### src/rtl/stepper_sequencer.sv
// Stepper motor sequencer: external STEP/DIR or internal rate-generated moves to an
// absolute target, with wave/full/half coil sequencing and a wrapping position counter.
module stepper_sequencer #(
  parameter int POS_WIDTH = 32,
  parameter int DIV_WIDTH = 16
) (
  input  logic                 clk,
  input  logic                 rst,
  input  logic                 en,
  input  logic                 ext_mode,
  input  logic                 step_in,
  input  logic                 dir_in,
  input  logic [1:0]           mode,
  input  logic [DIV_WIDTH-1:0] period,
  input  logic [POS_WIDTH-1:0] target,
  input  logic                 move_start,
  output logic                 busy,
  output logic                 done,
  output logic                 step_pulse,
  output logic [POS_WIDTH-1:0] position,
  output logic [3:0]           coils
);

  localparam logic [DIV_WIDTH-1:0] ONE_DIV = {{(DIV_WIDTH-1){1'b0}}, 1'b1};
  localparam logic [POS_WIDTH-1:0] ONE_POS = {{(POS_WIDTH-1){1'b0}}, 1'b1};

  typedef enum logic {IDLE, RUN} state_t;

  state_t               state, state_next;
  logic [2:0]           ph, ph_next, ph_delta;
  logic [POS_WIDTH-1:0] position_next, target_lat, diff, pos_inc, pos_dec, run_pos;
  logic [DIV_WIDTH-1:0] rate_cnt, rate_next, period_eff;
  logic                 step_prev, ext_event, run_up;
  logic                 do_step, step_up, load_target, busy_next, done_next;
  logic [3:0]           coils_next;

  function automatic logic [3:0] half_table(input logic [2:0] idx);
    case (idx)
      3'd0:    half_table = 4'b1000;
      3'd1:    half_table = 4'b1100;
      3'd2:    half_table = 4'b0100;
      3'd3:    half_table = 4'b0110;
      3'd4:    half_table = 4'b0010;
      3'd5:    half_table = 4'b0011;
      3'd6:    half_table = 4'b0001;
      default: half_table = 4'b1001;
    endcase
  endfunction

  assign period_eff = (period == '0) ? ONE_DIV : period;
  assign pos_inc    = position + ONE_POS;
  assign pos_dec    = position - ONE_POS;
  // Sign of the modular distance picks the short path, including across the wrap.
  assign diff       = target_lat - position;
  assign run_up     = ~diff[POS_WIDTH-1];
  assign run_pos    = run_up ? pos_inc : pos_dec;
  assign ext_event  = step_in & ~step_prev & ext_mode & en & (state == IDLE);
  assign ph_delta   = (mode == 2'b10) ? 3'd1 : 3'd2;

  always_comb begin
    state_next  = state;
    busy_next   = 1'b0;
    done_next   = 1'b0;
    do_step     = 1'b0;
    step_up     = dir_in;
    load_target = 1'b0;
    rate_next   = rate_cnt;
    case (state)
      IDLE: begin
        if (ext_event) do_step = 1'b1;
        if (move_start && en && !ext_mode) begin
          load_target = 1'b1;
          rate_next   = '0;
          if (target == position) begin
            done_next = 1'b1;
          end else begin
            state_next = RUN;
            busy_next  = 1'b1;
          end
        end
      end
      RUN: begin
        if (!en || ext_mode) begin
          state_next = IDLE;
        end else begin
          busy_next = 1'b1;
          step_up   = run_up;
          if (rate_cnt >= period_eff - ONE_DIV) begin
            rate_next = '0;
            do_step   = 1'b1;
            if (run_pos == target_lat) begin
              state_next = IDLE;
              busy_next  = 1'b0;
              done_next  = 1'b1;
            end
          end else begin
            rate_next = rate_cnt + ONE_DIV;
          end
        end
      end
      default: state_next = IDLE;
    endcase

    position_next = position;
    ph_next       = ph;
    if (do_step) begin
      position_next = step_up ? pos_inc : pos_dec;
      ph_next       = step_up ? ph + ph_delta : ph - ph_delta;
    end

    // Coils are decoded from the post-step phase so they land together with the step.
    coils_next = 4'b0000;
    if (en) begin
      case (mode)
        2'b00:   coils_next = half_table({ph_next[2:1], 1'b0});
        2'b01:   coils_next = half_table({ph_next[2:1], 1'b1});
        2'b10:   coils_next = half_table(ph_next);
        default: coils_next = 4'b0000;
      endcase
    end
  end

  always_ff @(posedge clk) begin
    if (rst) begin
      state      <= IDLE;
      ph         <= 3'd0;
      position   <= '0;
      target_lat <= '0;
      rate_cnt   <= '0;
      step_prev  <= 1'b0;
      busy       <= 1'b0;
      done       <= 1'b0;
      step_pulse <= 1'b0;
      coils      <= 4'b0000;
    end else begin
      state      <= state_next;
      ph         <= ph_next;
      position   <= position_next;
      rate_cnt   <= rate_next;
      step_prev  <= step_in;
      busy       <= busy_next;
      done       <= done_next;
      step_pulse <= do_step;
      coils      <= coils_next;
      if (load_target) target_lat <= target;
    end
  end

endmodule

### config.mk
export PLATFORM = sky130hd
export DESIGN_NAME = stepper_sequencer
export DESIGN_NICKNAME = d
export VERILOG_FILES = /design/src/rtl/stepper_sequencer.sv
export SDC_FILE = /design/constraint.sdc
export NUM_CORES = 1
export LEC_CHECK = 0
export ABC_AREA = 1
export BUFFER_PORTS_ARGS = -buffer_cell sky130_fd_sc_hd__buf_4
export CORE_MARGIN = 3
export CORE_UTILIZATION = 50
export CTS_CLUSTER_DIAMETER = 80
export DETAILED_ROUTE_END_ITERATION = 10
export GPL_TIMING_DRIVEN = 0
export PLACE_DENSITY_LB_ADDON = 0.15
export SLEW_MARGIN = 0
export SYNTH_ARGS = -nofsm -noshare
export SYNTH_HDL_FRONTEND = slang
export SYNTH_SLANG_ARGS = --single-unit
### constraint.sdc
create_clock -name clk -period 7.8 [get_ports clk]
set_clock_uncertainty 0.15 [all_clocks]
set_input_delay 1.56 -clock clk [delete_from_list [all_inputs] [get_ports clk]]
set_output_delay 1.56 -clock clk [all_outputs]
set_load 0.03 [all_outputs]
Word-level counts from Yosys, hierarchy flattened
Index checks and enable logic that the tools add are counted.
{"block": "totals", "inputBits": 57, "mem_bits_ro": 0, "wordCells": 85, "out_inout_bits": 39, "latchBits": 0, "ff_bits": 91, "mem_bits_rw": 0, "mem_count": 0}
{"block": "op_classes", "bitwise_logic": 8, "n_mul": 0, "n_eq_ne": 15, "mux": 34, "n_reduce_logical": 11, "div_mod_pow": 0, "n_lt_le_gt_ge": 1, "addsub": 7, "shifts": 0}
{"operator": "== test 32 bit", "n": 2}
{"operator": "2-to-1 mux 16 bit", "n": 4}
{"operator": "2-to-1 mux 32 bit", "n": 2}
{"operator": "adder 32 x 1 -> 32 bit, second input constant", "n": 1}
{"operator": "one-hot mux 16 bit (2 select lines)", "n": 1}
{"operator": "subtractor 32 x 1 -> 32 bit, second input constant", "n": 1}
{"operator": "subtractor 32 bit", "n": 1}
{"operator": "one-hot mux 4 bit (7 select lines)", "n": 1}
{"operator": "one-hot mux 4 bit (3 select lines)", "n": 2}
{"operator": "2-to-1 mux 1 bit", "n": 17}
{"operator": "adder 16 x 1 -> 16 bit, second input constant", "n": 1}
{"operator": "greater-or-equal comparator 16 bit", "n": 1}
{"operator": "logical NOT 16 bit", "n": 1}
{"operator": "one-hot mux 4 bit (4 select lines)", "n": 1}
{"operator": "subtractor 16 x 1 -> 16 bit, second input constant", "n": 1}
{"operator": "== test 3 bit, second input constant", "n": 3}
{"operator": "== test 2 bit, second input constant", "n": 3}
{"operator": "== test 3 x 2 -> 1 bit, second input constant", "n": 2}
{"operator": "2-to-1 mux 3 bit", "n": 2}
{"operator": "one-hot mux 1 bit (2 select lines)", "n": 3}
{"operator": "AND 1 bit", "n": 4}
{"operator": "== test 2 x 1 -> 1 bit, second input constant", "n": 2}
{"operator": "logical NOT 2 bit", "n": 2}
{"operator": "NOT 1 bit", "n": 4}
{"operator": "other kinds (12)", "n": 14}

Logic depth before layout (Yosys ltp)
{"block": "logic_depth", "ltp_word": 11, "depth_mapped": 32, "mapped_depth_nobuf": 31}

Least setup slack after synthesis
No wires, ideal clock.
{"block": "synth_timing", "path_type": "input to register", "from": "input port period[5]", "to": "register coils[1]", "path_buffers": 0, "t_required_ps": 7594, "path_slack_ps": 2471, "setup_ps": 56, "t_arrival_ps": 5123, "path_stages": 29, "path_cell_list": "nor2_1 -> nand2_1 -> nor3_1 -> a31oi_1 -> ha_1 -> nand2_1 -> nor2_1 -> nand3_1 -> nor3_1 -> xor2_1 -> inv_1 -> ha_1 -> nand2_1 -> inv_1 -> nand3_1 -> nor3_1 -> nand3_1 -> nand3_1 -> nand2_1 -> nand2_1 -> inv_1 -> or2_1 -> o21ai_1 -> ha_1 -> o31ai_1 -> a21oi_1 -> nand2_1 -> nand2_1 -> inv_1"}
{"block": "synth_between", "elab_chain_len": 11, "elab_cells_between_ends": 23, "classes_between": "add/sub: 1; order compare: 1; eq/ne: 9; mux: 9; reduce/logical: 3"}
{"element": "start, declared", "line": "14", "text": "input logic [DIV_WIDTH-1:0] period,"}
{"element": "logical NOT 16 bit", "line": "50", "text": "assign period_eff = (period == '0) ? ONE_DIV : period;"}
{"element": "2-to-1 mux 16 bit (*)", "line": "50"}
{"element": "subtractor 16 x 1 -> 16 bit (*)", "line": "88", "text": "if (rate_cnt >= period_eff - ONE_DIV) begin"}
{"element": "greater-or-equal comparator 16 bit (*)", "line": "88"}
{"element": "2-to-1 mux 1 bit (*)", "line": "88"}
{"element": "2-to-1 mux 1 bit (*)", "line": "83", "text": "if (!en || ext_mode) begin"}
{"element": "one-hot mux 1 bit (2 select lines) (*)", "line": "68", "text": "case (state)"}
{"element": "2-to-1 mux 3 bit (*)", "line": "106", "text": "if (do_step) begin"}
{"element": "== test 3 bit (tied with other cells)", "line": "38", "text": "case (idx)"}
{"element": "one-hot mux 4 bit (7 select lines) (tied with other cells)", "line": "38"}
{"element": "one-hot mux 4 bit (3 select lines) (*)", "line": "114", "text": "case (mode)"}
{"element": "end signal, assigned", "line": "144", "text": "coils <= coils_next;"}
{"element": "end, declared", "line": "21", "text": "output logic [3:0] coils"}
Every way passes the cells marked *; elsewhere a longest branch is shown, timed or not.
A chain may end at the register's enable or synchronous reset.

Worst setup path in the final report
{"block": "layout_timing", "from": "input port period[4]", "to": "register coils[1]"}
The elaborated chain is that of the path after synthesis.

==> run metrics <==
status finished clean; fraction of layout cells with a size suffix above 1 13.3%; Rows 47; peak supply drop 120 uV; drt drc 0; Mean Syn Cell Area ~6.2 um^2; Final ANT Viol Nets 0; CTS Buf Count 9; DR iter-0 viols 989; most frequent cell after synthesis nand2_1; Initial Util between 50% and 60%; Synth Warn # 0; Max-slew headroom around 30%; sequential area share after synthesis a little over a fifth; H-tree levels 3; CTS tree yes; Final min period between 6 and 7 ns; hold path endpoint target_lat[0]; hold_buf cts 0; Post-synth EDFFs 0; crit path capture type flop; unrepaired setup endpoints after global routing no; die width ~140 um; P_leak ~4.7 nW; worst setup path startpoint period[4]; gr usage total a little over a third; Arr. time, crit path between 6 and 7 ns; WL per Instance approximately 19 um; asr flop ratio synth 0%; core footprint around 17,000 um^2; Critical path buffers and inverters 4; dpl ws roughly 1.4 ns; PD cells roughly 210 nW/um^2; worst slew pin tran 1.04 ns; commonest cells in the netlist nand2_1 (367), inv_1 (158), nor2_1 (155); critical path required time between 7 and 8 ns; Die H 136 um; synthesized net count about 1.5k; Hold Path Class reg -> reg; Hold Crit Start target_lat[0]; top cells by area, synth dfxtp_1 (21%), nand2_1 (16%), ha_1 (8.4%); final slew viol count 0; Crit path top cell by count nand2_1; Ports 96; Vias 9,501; global placement routability congestion 1.05; worst hold path depth 2; routed wire length about 33 mm; final setup margin around 1.7 ns; top-area cell type share of the netlist area ~21%; Worst setup SP type input port; routed vias/inst approximately 5.6; Top FF cell, synth dfxtp_1; reg2reg path depth 25; Gates resized, CTS repair 0; critical path type in -> reg; CP max-delay cell nor4_1; largest net degree at the start of global routing 18; period utilisation layout roughly 80%; Die ar. roughly 19,000 um^2; synthesized area approximately 8500 um^2; Finish-stage setup viols 0; CP max FO 8; worst reg2reg path startpoint position[29]; FF-to-FF End coils[1]; Pwr Total about 2.0 mW; CP delay by family, top simple AND/OR/NAND/NOR gates; Sink Count between 90 and 100; post-synthesis cell count around 1.4k; synthesis-to-layout area growth 15.0%; Synth cell types 53; clock buffer depth 2; DRT Pass-1 Iters 5; initial antenna violation count 0; gr ovfl total 0; vias in the first global route ~8.6k; Final #Nets 1,589; I/O Buffers between 90 and 100; Hold Vio Cnt, Final 0; Max-cap violations 0; CTS clock-pin slew for the worst setup and hold paths 0.07 ns; Yosys top cell by area dfxtp_1; DP Wirelength between 20 and 30 mm; later-pin clock latency in the skew report roughly 0.36 ns; Inserted Diodes 0; r2r setup slk ~2.3 ns; Fmax achieved 0.164 GHz; FF+latch count, synth slightly above 90; # Post-CTS Setup Buffers 0; Worst path max stage delay 0.39 ns; setup TNS 0 ns; first-pass GRT wire length about 50 mm; clock root cell clkbuf_16
-- flip-flops by register name, summed over array words and instances, names as in the netlist --
signal,cells
state,1
rate_cnt,16
done,1
step_prev,1
target_lat,32
ph,3
coils,4
step_pulse,1
position,32
-- cell usage in the layout (no fill, tap or decap), types with 3 or more instances in the layout --
master and count:
a21o_1 3, a21oi_1 62, a31oi_1 7, buf_2 10, buf_4 99, buf_6 4
clkbuf_1 25, clkbuf_16 9, clkinv_1 5, dfxtp_1 91, ha_1 57, inv_1 158
inv_2 8, inv_6 3, nand2_1 367, nand2_2 13, nand2_4 5, nand3_1 91
nand3_2 4, nand3b_1 11, nand4_1 17, nor2_1 155, nor2_2 10, nor3_1 29
nor3_2 3, nor4_1 4, o2111ai_1 5, o21ai_0 69, o22ai_1 22, or2_2 9
xnor2_1 26, xor2_1 64
-- final cells by class --
class,count,area (um^2)
inverters,172,648
clock inverters,7,58.8
multi-input cells,1059,5780
repair buffers,95,713
plain buffers,46,249
flip-flops and latches,91,1820
clock buffers,9,225
fillers,1747,6810
well taps,220,275
-- how the worst max path moves through the flow --
stage                    end  slack [ns]  cells after the start
finish              coils[1]        1.70                     29
global route        coils[1]        1.16                     29
CTS                 coils[1]        1.79                     29
detailed placement  coils[1]        1.43                     29
global placement    coils[1]        1.52                     27
floorplan           coils[1]        2.47                     29
-- worst reg2reg max path: stages (launching register included) --
cell and delay (ns):
dfxtp_1 0.34, clkbuf_1 0.40, inv_1 0.27, ha_1 0.34, nand2_1 0.06, nor2_1 0.16
and2_4 0.19, nand2_2 0.05, nor2_2 0.09, nand2_2 0.11, nand3_2 0.28, nand2_4 0.19
nand2_4 0.12, nand2_8 0.10, inv_4 0.19, buf_2 0.40, nand2_1 0.13, fa_1 0.45
or2_1 0.23, o21ai_1 0.32, ha_1 0.35, o31ai_1 0.27, a21oi_1 0.07, nand2_1 0.06
nand2_1 0.04, inv_1 0.05
-- metrics by stage --
stage	cell area [um^2]	hold slack, ns	instances	util [%]
floorplan	8500	0.283	1368	-
global placement	9490	0.313	1683	57.2
detailed placement	9490	0.319	1683	57.2
CTS	9770	0.330	1699	58.9
global route	9770	0.361	1699	58.9
finish	9770	0.327	1699	58.9
-- kinds of logic after synthesis --
family                     count (synthesis)  synth area share [%]
buffers and inverters                    218                  10.6
xor gates and xnor gates                  91                  9.47
adders and majority gates                 58                  8.63
muxes                                      1                 0.118
AOI/OAI and AO/OA                        181                  11.9
and+or+nand+nor                          728                  37.9
DFF                                       91                  21.4
-- routing by layer --
layer  part of all wire (%)  GRT usage, %
met5                      0             0
met4                    3.7          13.0
met3                    8.8          5.59
met2                     43          54.4
met1                     44          49.2
-- power breakdown --
group | switching [mW] | internal (mW) | leakage (nW)
sequential | 0.0239 | 0.484 | 0.739
combinational | 0.708 | 0.345 | 3.82
clock | 0.224 | 0.223 | 0.139
total | 0.956 | 1.05 | 4.69
Power figures use the tool's default switching activity.
